--- src/rtl/sys_array_seq_ctrl.sv ---
// Sequencer for the 2x2 systolic matrix-multiply array: feeds skewed operands,
// waits for the array's done, then holds the captured results on a valid/ready port.
module sys_array_seq_ctrl #(
  parameter int DATA_W      = 32,
  parameter int TIMEOUT_CYC = 64
) (
  input  logic                clk,
  input  logic                rst_n,
  input  logic                start_i,
  output logic                ready_o,
  input  logic [4*DATA_W-1:0] a_mat_i,
  input  logic [4*DATA_W-1:0] b_mat_i,
  output logic                load_in_o,
  output logic [DATA_W-1:0]   row_in_row0_o,
  output logic [DATA_W-1:0]   row_in_row1_o,
  output logic [DATA_W-1:0]   col_in_col0_o,
  output logic [DATA_W-1:0]   col_in_col1_o,
  input  logic                arr_done_i,
  input  logic [4*64-1:0]     arr_result_i,
  input  logic [3:0]          arr_carry_i,
  output logic                res_valid_o,
  input  logic                res_ready_i,
  output logic [4*64-1:0]     res_data_o,
  output logic [3:0]          res_carry_o,
  output logic                timeout_err_o
);

  localparam int CNT_W = (TIMEOUT_CYC > 2) ? $clog2(TIMEOUT_CYC) : 1;
  localparam logic [CNT_W-1:0] CNT_MAX = CNT_W'(TIMEOUT_CYC - 1);

  typedef enum logic [2:0] {
    IDLE,
    FEED0,
    FEED1,
    FEED2,
    WAIT,
    HOLD
  } state_e;

  state_e                state_q, state_d;
  logic [CNT_W-1:0]      cnt_q, cnt_d;
  // A00/B00 go straight out on the accept edge, so only the later elements are kept
  logic [3*DATA_W-1:0]   a_q, a_d;
  logic [3*DATA_W-1:0]   b_q, b_d;
  logic                  ready_q, ready_d;
  logic                  load_q, load_d;
  logic [DATA_W-1:0]     row0_q, row0_d;
  logic [DATA_W-1:0]     row1_q, row1_d;
  logic [DATA_W-1:0]     col0_q, col0_d;
  logic [DATA_W-1:0]     col1_q, col1_d;
  logic                  res_valid_q, res_valid_d;
  logic [4*64-1:0]       res_data_q, res_data_d;
  logic [3:0]            res_carry_q, res_carry_d;
  logic                  tout_q, tout_d;

  always_ff @(posedge clk or negedge rst_n) begin
    if (!rst_n) begin
      state_q     <= IDLE;
      cnt_q       <= '0;
      a_q         <= '0;
      b_q         <= '0;
      ready_q     <= 1'b1;
      load_q      <= 1'b0;
      row0_q      <= '0;
      row1_q      <= '0;
      col0_q      <= '0;
      col1_q      <= '0;
      res_valid_q <= 1'b0;
      res_data_q  <= '0;
      res_carry_q <= '0;
      tout_q      <= 1'b0;
    end else begin
      state_q     <= state_d;
      cnt_q       <= cnt_d;
      a_q         <= a_d;
      b_q         <= b_d;
      ready_q     <= ready_d;
      load_q      <= load_d;
      row0_q      <= row0_d;
      row1_q      <= row1_d;
      col0_q      <= col0_d;
      col1_q      <= col1_d;
      res_valid_q <= res_valid_d;
      res_data_q  <= res_data_d;
      res_carry_q <= res_carry_d;
      tout_q      <= tout_d;
    end
  end

  // Outputs are computed one state ahead so each registered value matches state_q
  always_comb begin
    state_d     = state_q;
    cnt_d       = cnt_q;
    a_d         = a_q;
    b_d         = b_q;
    load_d      = 1'b0;
    row0_d      = '0;
    row1_d      = '0;
    col0_d      = '0;
    col1_d      = '0;
    res_valid_d = res_valid_q;
    res_data_d  = res_data_q;
    res_carry_d = res_carry_q;
    tout_d      = 1'b0;

    case (state_q)
      IDLE: begin
        if (start_i && ready_q) begin
          a_d     = a_mat_i[4*DATA_W-1:DATA_W];
          b_d     = b_mat_i[4*DATA_W-1:DATA_W];
          load_d  = 1'b1;
          row0_d  = a_mat_i[0 +: DATA_W];
          col0_d  = b_mat_i[0 +: DATA_W];
          state_d = FEED0;
        end
      end
      FEED0: begin
        load_d  = 1'b1;
        row0_d  = a_q[0 +: DATA_W];
        row1_d  = a_q[DATA_W +: DATA_W];
        col0_d  = b_q[DATA_W +: DATA_W];
        col1_d  = b_q[0 +: DATA_W];
        state_d = FEED1;
      end
      FEED1: begin
        load_d  = 1'b1;
        row1_d  = a_q[2*DATA_W +: DATA_W];
        col1_d  = b_q[2*DATA_W +: DATA_W];
        state_d = FEED2;
      end
      FEED2: begin
        cnt_d   = '0;
        state_d = WAIT;
      end
      WAIT: begin
        // done has priority over a timeout landing in the same cycle
        if (arr_done_i) begin
          res_valid_d = 1'b1;
          res_data_d  = arr_result_i;
          res_carry_d = arr_carry_i;
          state_d     = HOLD;
        end else if (cnt_q == CNT_MAX) begin
          tout_d  = 1'b1;
          state_d = IDLE;
        end else begin
          cnt_d = cnt_q + 1'b1;
        end
      end
      HOLD: begin
        if (res_valid_q && res_ready_i) begin
          res_valid_d = 1'b0;
          state_d     = IDLE;
        end
      end
      default: state_d = IDLE;
    endcase

    ready_d = (state_d == IDLE);
  end

  assign ready_o       = ready_q;
  assign load_in_o     = load_q;
  assign row_in_row0_o = row0_q;
  assign row_in_row1_o = row1_q;
  assign col_in_col0_o = col0_q;
  assign col_in_col1_o = col1_q;
  assign res_valid_o   = res_valid_q;
  assign res_data_o    = res_data_q;
  assign res_carry_o   = res_carry_q;
  assign timeout_err_o = tout_q;

endmodule

--- config.mk ---
export PLATFORM = sky130hd
export DESIGN_NAME = sys_array_seq_ctrl
export DESIGN_NICKNAME = d
export VERILOG_FILES = /design/src/rtl/sys_array_seq_ctrl.sv
export SDC_FILE = /design/constraint.sdc
export NUM_CORES = 1
export LEC_CHECK = 0
export ABC_AREA = 1
export CORE_AREA = 2 2 358 360
export CTS_CLUSTER_DIAMETER = 150
export CTS_CLUSTER_SIZE = 28
export DETAILED_ROUTE_END_ITERATION = 8
export DIE_AREA = 0 0 360 362
export DONT_BUFFER_PORTS = 1
export PLACE_DENSITY = 0.35
export SLEW_MARGIN = 20
export SYNTH_ARGS = -nofsm -noshare
export SYNTH_HDL_FRONTEND = slang
export SYNTH_SLANG_ARGS = --single-unit
--- constraint.sdc ---
create_clock -name clk -period 3.9 [get_ports clk]
set_clock_uncertainty 0.15 [all_clocks]
set_input_delay 0.39 -clock clk [delete_from_list [all_inputs] [get_ports clk]]
set_output_delay 0.39 -clock clk [all_outputs]
set_load 0.01 [all_outputs]
==> impl_metrics.csv, run 1 <==
group,metric,value,unit
placed_design,numPortBuffers,0,
placed_design,dp_hpwl,57200,um
routing,routed_wl,81100,um
cells_and_area,regArea,14800,um^2
clocking,cts_made_buffers,25,
placed_design,place.gp.congestion,0.795,
logic_synthesis,synth-edff-count,0,
sta,whs,-661,ps
routing,ant_nets,0,
sta,timing.final.crit_share,0.671,
logic_synthesis,ys.flop_type,"dfrtp_1",
worst_setup_path,cpMostUsedCell,"nand2_1",
status,status,"finished with violations",
logic_synthesis,ys_ff_latch,593,
routing,dr.first_iter.drc_count,1089,
logic_synthesis,syn-mean-instance-area,9.47,um^2
worst_setup_path,crit_slowest_cell,"dfrtp_1",
worst_setup_path,critPathBufInv,3,
clocking,hold_buffers,518,
sta,hold_viol_final,438,
routing,routedWlPerCell,18.2,um
worst_setup_path,critPathMaxFanout,72,
power_and_ir_drop,power_density,333,nW/um^2
cells_and_area,nNetsFinal,3309,
clocking,clk_pin_slew,120,ps
clocking,tritoncts,"done",
logic_synthesis,syn_nets,2861,
worst_hold_path,min_path_type,"in2async",
worst_setup_path,cp.arrival,3040,ps
die,start_util,0.175,
die,rows,131,
logic_synthesis,async_flop_share,1.00,
logic_synthesis,synth.largest_area_cell,"dfrtp_1",
logic_synthesis,yosys-top-cells-area,"dfrtp_1, nand2_1, o21ai_0, inv_1, o22ai_1",
routing,drc_errors,0,
worst_setup_path,critPathRequiredTime,4320,ps
routing,vias,16900,
sta,slew_violations,339,
logic_synthesis,synth_warnings,0,
clocking,post_cts_buffers,0,
cells_and_area,multiInputGateArea,5910,um^2
power_and_ir_drop,power,9.92,mW
placed_design,placed_cells,3904,
logic_synthesis,synth_cell_types,26,
global_route,grt_pass1_vias,17700,
worst_setup_path,critPathLaunchType,"flop",
logic_synthesis,synth_commonest_cells,"nand2_1, dfrtp_1, inv_1, o21ai_0, o21ai_1",
die,core-area,127000,um^2
cells_and_area,syn2layout_area_growth,34.6,%
sta,fin_setup_tns,0,ps
worst_setup_path,end_kind,"flop",
logic_synthesis,syn_area,22200,um^2
global_route,grt_max_degree,594,
worst_setup_path,cpPeakStageDelay,470,ps
global_route,gr-total-overflow,0,
global_route,grt_pass1_wl,119000,um
clocking,root_buffer,"clkbuf_16",
sta,min_period,2620,ps
cells_and_area,fillers,13800,
global_route,antenna_found_initial,7,
power_and_ir_drop,vdd_drop_max,0.245,mV
cells_and_area,final_layout_size_suffix_gt1_frac,0.0257,
clocking,cts.repair.resized,0,
die,pin_count,913,
worst_setup_path,path_cells,"nor2_4 -> nand3_4 -> inv_8 -> buf_12 -> buf_4 -> nand2_1 -> nand2_1",
logic_synthesis,synthCells,2339,
power_and_ir_drop,leakage,14.8,nW
clocking,cts_max_level,1,
clocking,cts_buffer_depth,3,
flow_run,cap_violations,0,
logic_synthesis,ys_seq_area_frac,0.670,
clocking,cts.sinks,593,
die,dieHeight,362,um
sta,fmax,0.382,GHz
sta,rsz0062_at_grt,"no",
die,die-area,130000,um^2
sta,slew_headroom,-1.34,
worst_setup_path,path_delay_family,"buffers and inverters",
status,violations,"hold timing, slew limit",
logic_synthesis,synth_top_area_share,0.668,
cells_and_area,finalNonFillerCells,4464,
sta,setup_viol,0,
sta,tightest_slew,3510,ps
routing,dr.pass1.iters,5,
clocking,clk_latency,630,ps
worst_setup_path,critPathKind,"reg2reg",
die,die_w,360,um
routing,vias_per_cell,3.80,
global_route,grtUsageTotal,0.119,
logic_synthesis,yosysMostFrequentCell,"nand2_1",
-- area by class of cell --
| type | count | share of cell area |
|---|---|---|
| antenna | 4 | 0.000335 |
| clock buffer | 33 | 0.0220 |
| clock inverter | 5 | 0.00130 |
| inverter | 202 | 0.0257 |
| multi-input combinational | 1416 | 0.198 |
| sequential | 593 | 0.497 |
| tap | 1662 | 0.0697 |
| timing repair buffer | 549 | 0.186 |
-- routing by layer --
metal  vias up  track usage  part of all wire
li1       8065            -                 -
met1      8261        0.152              0.42
met2       540        0.196              0.48
met3        76       0.0325             0.072
met4         0       0.0320             0.023
met5         -            0                 0
-- cells by family (layout without fill, tap and decap cells) --
group	count (synthesis)	in the layout	synth area share
flip-flops	593	593	0.670
other	0	4	0
adder cells (fa/ha/maj)	1	1	0.000564
AND/OR/NAND/NOR	1087	1087	0.187
buffers and inverters	330	789	0.0651
AO/OA/AOI/OAI	328	328	0.0779
-- where the power goes --
part | internal [mW] | switching, mW | total [mW]
clock network | 1.21 | 2.09 | 3.30
logic | 0.348 | 0.127 | 0.475
registers | 6.15 | 0 | 6.15
-- placed cells by master, fill, tap and decap left out, types with 2 or more instances in the layout --
master and instances:
clkinv_2 2, clkbuf_16 25, o22ai_1 64, buf_12 10
nand3_1 9, nand2_1 1060, diode_2 4, inv_6 2
clkbuf_1 8, or2_2 2, inv_8 2, buf_4 21
nor2_1 7, o21ai_1 79, nand3_4 2, o21ai_0 183
inv_1 200, dfrtp_1 592, dlygate4sd3_1 518
-- flip-flops by register name, summed over array words and instances, names as in the netlist --
signal / cells
cnt_q: 6
state_q: 3
row_in_row1_o: 32
a_q: 96
load_in_o: 1
res_valid_o: 1
res_data_o: 256
b_q: 96
ready_o: 1
timeout_err_o: 1
res_carry_o: 4
col_in_col0_o: 32
row_in_row0_o: 32
col_in_col1_o: 32
-- metrics by stage --
step / utilization / setup slack, ps / cell area, um^2
floorplan: - / 2370 / 22200
global placement: 0.189 / 1280 / 23900
detailed placement: 0.189 / 1280 / 23900
CTS: 0.235 / 1250 / 29800
global route: 0.236 / 1040 / 29800
finish: 0.236 / 1280 / 29800
-- final timing paths --
| kind | slack [ps] | depth (start not counted) | startpoint | to |
|---|---|---|---|---|
| hold / removal | -660 | 0 | rst_n | a_q[23]$_DFFE_PN0P_ |
| setup reg to reg | 1280 | 7 | state_q[1]$_DFF_PN0_ | res_data_o[209]$_DFFE_PN0P_ |
| setup / recovery | 1280 | 7 | state_q[1]$_DFF_PN0_ | res_data_o[209]$_DFFE_PN0P_ |
| max in group asynchronous | 1570 | 0 | rst_n | a_q[40]$_DFFE_PN0P_ |
| hold reg to reg | 380 | 2 | a_q[92]$_DFFE_PN0P_ | a_q[92]$_DFFE_PN0P_ |
| min in group clk | 100 | 2 | arr_done_i | res_valid_o$_DFFE_PN0P_ |
Power figures use the tool's default switching activity.
==> run 2, diff against run 1 <==
--- a/config.mk
+++ b/config.mk
@@ -5,14 +5,14 @@
 export SDC_FILE = /design/constraint.sdc
 export NUM_CORES = 1
 export LEC_CHECK = 0
-export ABC_AREA = 1
-export CORE_AREA = 2 2 358 360
+export ABC_AREA = 0
+export CORE_AREA = 2 2 356 358
 export CTS_CLUSTER_DIAMETER = 150
 export CTS_CLUSTER_SIZE = 28
 export DETAILED_ROUTE_END_ITERATION = 8
-export DIE_AREA = 0 0 360 362
+export DIE_AREA = 0 0 358 360
 export DONT_BUFFER_PORTS = 1
-export PLACE_DENSITY = 0.35
+export PLACE_DENSITY = 0.36
 export SLEW_MARGIN = 20
 export SYNTH_ARGS = -nofsm -noshare
 export SYNTH_HDL_FRONTEND = slang
==> constraint.sdc (replaced) <==
create_clock -name clk -period 2.31 [get_ports clk]
set_clock_uncertainty 0.15 [all_clocks]
set_input_delay 0.231 -clock clk [delete_from_list [all_inputs] [get_ports clk]]
set_output_delay 0.231 -clock clk [all_outputs]
set_load 0.01 [all_outputs]
==> run 2 against run 1 <==
  * The flow finishes with violations (hold timing)
  * Clock power is 74% higher
  * Maximum frequency increased by 19%
  * Hold slack worse by 200 ps
  * Register-to-register slack worse by 1200 ps
  * Critical path depth down 2
  * Critical endpoint is now res_data_o[57]$_DFFE_PN0P_
  * Highest routed layer is now met5
==> impl_metrics.csv, run 2 <==
group,metric,value,unit
status,status,"finished with violations",
status,violations,"hold timing",
power_and_ir_drop,power,36.2,mW
logic_synthesis,ys_seq_area_frac,0.680,
flow_run,cap_violations,0,
sta,tightest_slew,931,ps
logic_synthesis,synth-edff-count,0,
logic_synthesis,synthAdderAreaFrac,0.000573,
clocking,hold_buffers,520,
logic_synthesis,synth.largest_area_cell,"dfrtp_1",
clocking,cts.sinks,593,
clocking,tritoncts,"done",
logic_synthesis,ys.flop_type,"dfrtp_1",
cells_and_area,mostFrequentLayoutCell,"dfrtp_1",
power_and_ir_drop,swShare,0.361,
cells_and_area,largest_reg_flops,256,
logic_synthesis,ys_ff_latch,593,
cells_and_area,final_layout_size_suffix_gt1_frac,0.263,
worst_hold_path,min_path_type,"in2async",
die,core-area,125000,um^2
global_route,met2_usage,0.193,
logic_synthesis,synth_commonest_cells,"dfrtp_1, mux2_2, a22o_1, mux2_1, buf_2",
global_route,gr-total-overflow,0,
logic_synthesis,syn_nets,1824,
sta,whs,-864,ps
logic_synthesis,synth_xor_area_frac,0,
placed_design,place.gp.congestion,0.809,
logic_synthesis,async_flop_share,1.00,
worst_setup_path,cp.arrival,2540,ps
global_route,busiest_layer,"met2",
logic_synthesis,synth-simple-area-share,0.00865,
worst_setup_path,critPathBufInv,2,
routing,vias_per_cell,3.77,
logic_synthesis,synth_cell_types,34,
logic_synthesis,yosys-top-cells-area,"dfrtp_1, mux2_2, a22o_1, mux2_1, buf_2",
routing,ant_nets,0,
worst_setup_path,path_cells,"nor2_1 -> and3_4 -> buf_12 -> buf_12 -> mux2_2",
worst_setup_path,critPathRequiredTime,2660,ps
cells_and_area,layout_common_cells,"dfrtp_1, dlygate4sd3_1, mux2_2, a22o_1, mux2_1",
placed_design,dp_hpwl,58000,um
global_route,antenna_found_initial,17,
global_route,grt_pass1_wl,108000,um
clocking,clk_pin_slew,110,ps
sta,timing.final.crit_share,0.951,
worst_setup_path,critPathLaunchType,"flop",
placed_design,numPortBuffers,0,
sta,worst_slack,114,ps
cells_and_area,fillers,13100,
power_and_ir_drop,clkPwrFrac,0.159,
power_and_ir_drop,power_density,1200,nW/um^2
clocking,root_buffer,"clkbuf_16",
logic_synthesis,syn_area,21800,um^2
worst_setup_path,end_kind,"flop",
logic_synthesis,syn-mean-instance-area,16.8,um^2
routing,routed_wl,77400,um
routing,dr.pass1.iters,4,
global_route,grt_pass1_vias,14700,
global_route,met3_usage,0.0447,
worst_setup_path,critPathMaxFanout,31,
power_and_ir_drop,p_comb_frac,0.248,
routing,dr.first_iter.drc_count,645,
routing,vias,13200,
sta,setup_viol,0,
logic_synthesis,synth_top_area_share,0.678,
clocking,clk_latency,640,ps
placed_design,pre_cts_ws,93.2,ps
logic_synthesis,synth_warnings,0,
worst_setup_path,path_delay_family,"simple AND/OR/NAND/NOR gates",
die,pin_count,913,
logic_synthesis,yosysMostFrequentCell,"dfrtp_1",
worst_setup_path,crit_slowest_cell,"dfrtp_1",
cells_and_area,nNetsFinal,2345,
die,start_util,0.175,
logic_synthesis,synthMuxAreaShare,0.235,
global_route,grt_max_degree,594,
logic_synthesis,synthCells,1302,
clocking,cts_buffer_depth,3,
die,die_w,358,um
sta,hold_viol_final,187,
routing,routedWlPerCell,22.1,um
cells_and_area,syn2layout_area_growth,38.4,%
sta,slew_headroom,0.379,
power_and_ir_drop,p_sw,13.1,mW
power_and_ir_drop,leakage,12.6,nW
worst_setup_path,critPathKind,"reg2reg",
global_route,met1_usage,0.125,
die,dieHeight,360,um
die,die-area,129000,um^2
routing,drc_errors,0,
worst_setup_path,cpPeakStageDelay,490,ps
power_and_ir_drop,p_int,23.1,mW
sta,slew_violations,0,
power_and_ir_drop,p_seq_frac,0.593,
clocking,cts_made_buffers,26,
power_and_ir_drop,vdd_drop_max,0.586,mV
global_route,grtUsageTotal,0.114,
clocking,cts_max_level,1,
logic_synthesis,synth_top_family_by_area,"multiplexers",
logic_synthesis,synth-compound-area-share,0.0549,
sta,min_period,2200,ps
sta,fmax,0.455,GHz
worst_setup_path,cpMostUsedCell,"buf_12",
die,rows,130,
sta,fin_setup_tns,0,ps
-- run 2: power groups by stage --
stage,Combinational (mW),Clock [mW],Sequential [mW]
CTS,8.92,6.13,21.6
global placement,7.76,0,21.8
detailed placement,8.11,0,21.8
global route,9.83,6.49,22.1
finish,8.97,5.75,21.4
floorplan,6.43,0,19.1
-- run 2: cell families (layout without fill, tap and decap cells) --
family                   Yosys count  in the layout
flip-flops                       593            593
AND/OR/NAND/NOR                   29             29
other                              0             13
AO/OA/AOI/OAI                    139            139
multiplexers                     457            457
buffers and inverters             83            617
adder cells (fa/ha/maj)            1              1
-- run 2: metal layers --
layer | wire length [um] | up-vias
li1 | - | 5720
met1 | 28200 | 6763
met2 | 37200 | 604
met3 | 7970 | 88
met4 | 4090 | 2
met5 | 14 | -
-- run 2: area by class of cell --
class | instances | area, um^2 | area share
flip-flops and latches | 593 | 14800 | 0.491
multi-input cells | 626 | 6560 | 0.217
repair buffers | 574 | 5940 | 0.197
well taps | 1650 | 2060 | 0.0683
clock buffers | 37 | 723 | 0.0239
clock inverters | 4 | 60.1 | 0.00199
diodes | 13 | 32.5 | 0.00108
inverters | 2 | 7.51 | 0.000248
-- run 2: metrics by stage --
step | hold slack [ps] | util | instances | area, um^2
2_1_floorplan | -215 | - | 1302 | 21800
3_3_place_gp | -197 | 0.193 | 2919 | 24100
3_5_place_dp | -199 | 0.193 | 2919 | 24100
4_1_cts | -914 | 0.241 | 3480 | 30100
5_1_grt | -939 | 0.242 | 3494 | 30200
6_report | -864 | 0.242 | 3499 | 30200
-- run 2: timing repair --
item | in CTS | in global routing
resized for setup | 0 | 0
endpoints found under the setup margin | 0 | 21
buffers inserted | 0 | 2
endpoints found under the hold margin | 1120 | 187
-- run 2: path summary, 6_finish.rpt --
kind                       cells after the start                     endpoint            startpoint  slack (ps)
max in group asynchronous                      3  res_data_o[206]$_DFFE_PN0P_                 rst_n         610
min                                            0          a_q[40]$_DFFE_PN0P_                 rst_n        -860
max reg2reg                                    5   res_data_o[57]$_DFFE_PN0P_  state_q[1]$_DFF_PN0_         110
min in group clk                               3   res_data_o[25]$_DFFE_PN0P_            arr_done_i         100
min reg2reg                                    1  col_in_col0_o[16]$_DFF_PN0_   b_q[48]$_DFFE_PN0P_         310
max                                            5   res_data_o[57]$_DFFE_PN0P_  state_q[1]$_DFF_PN0_         110
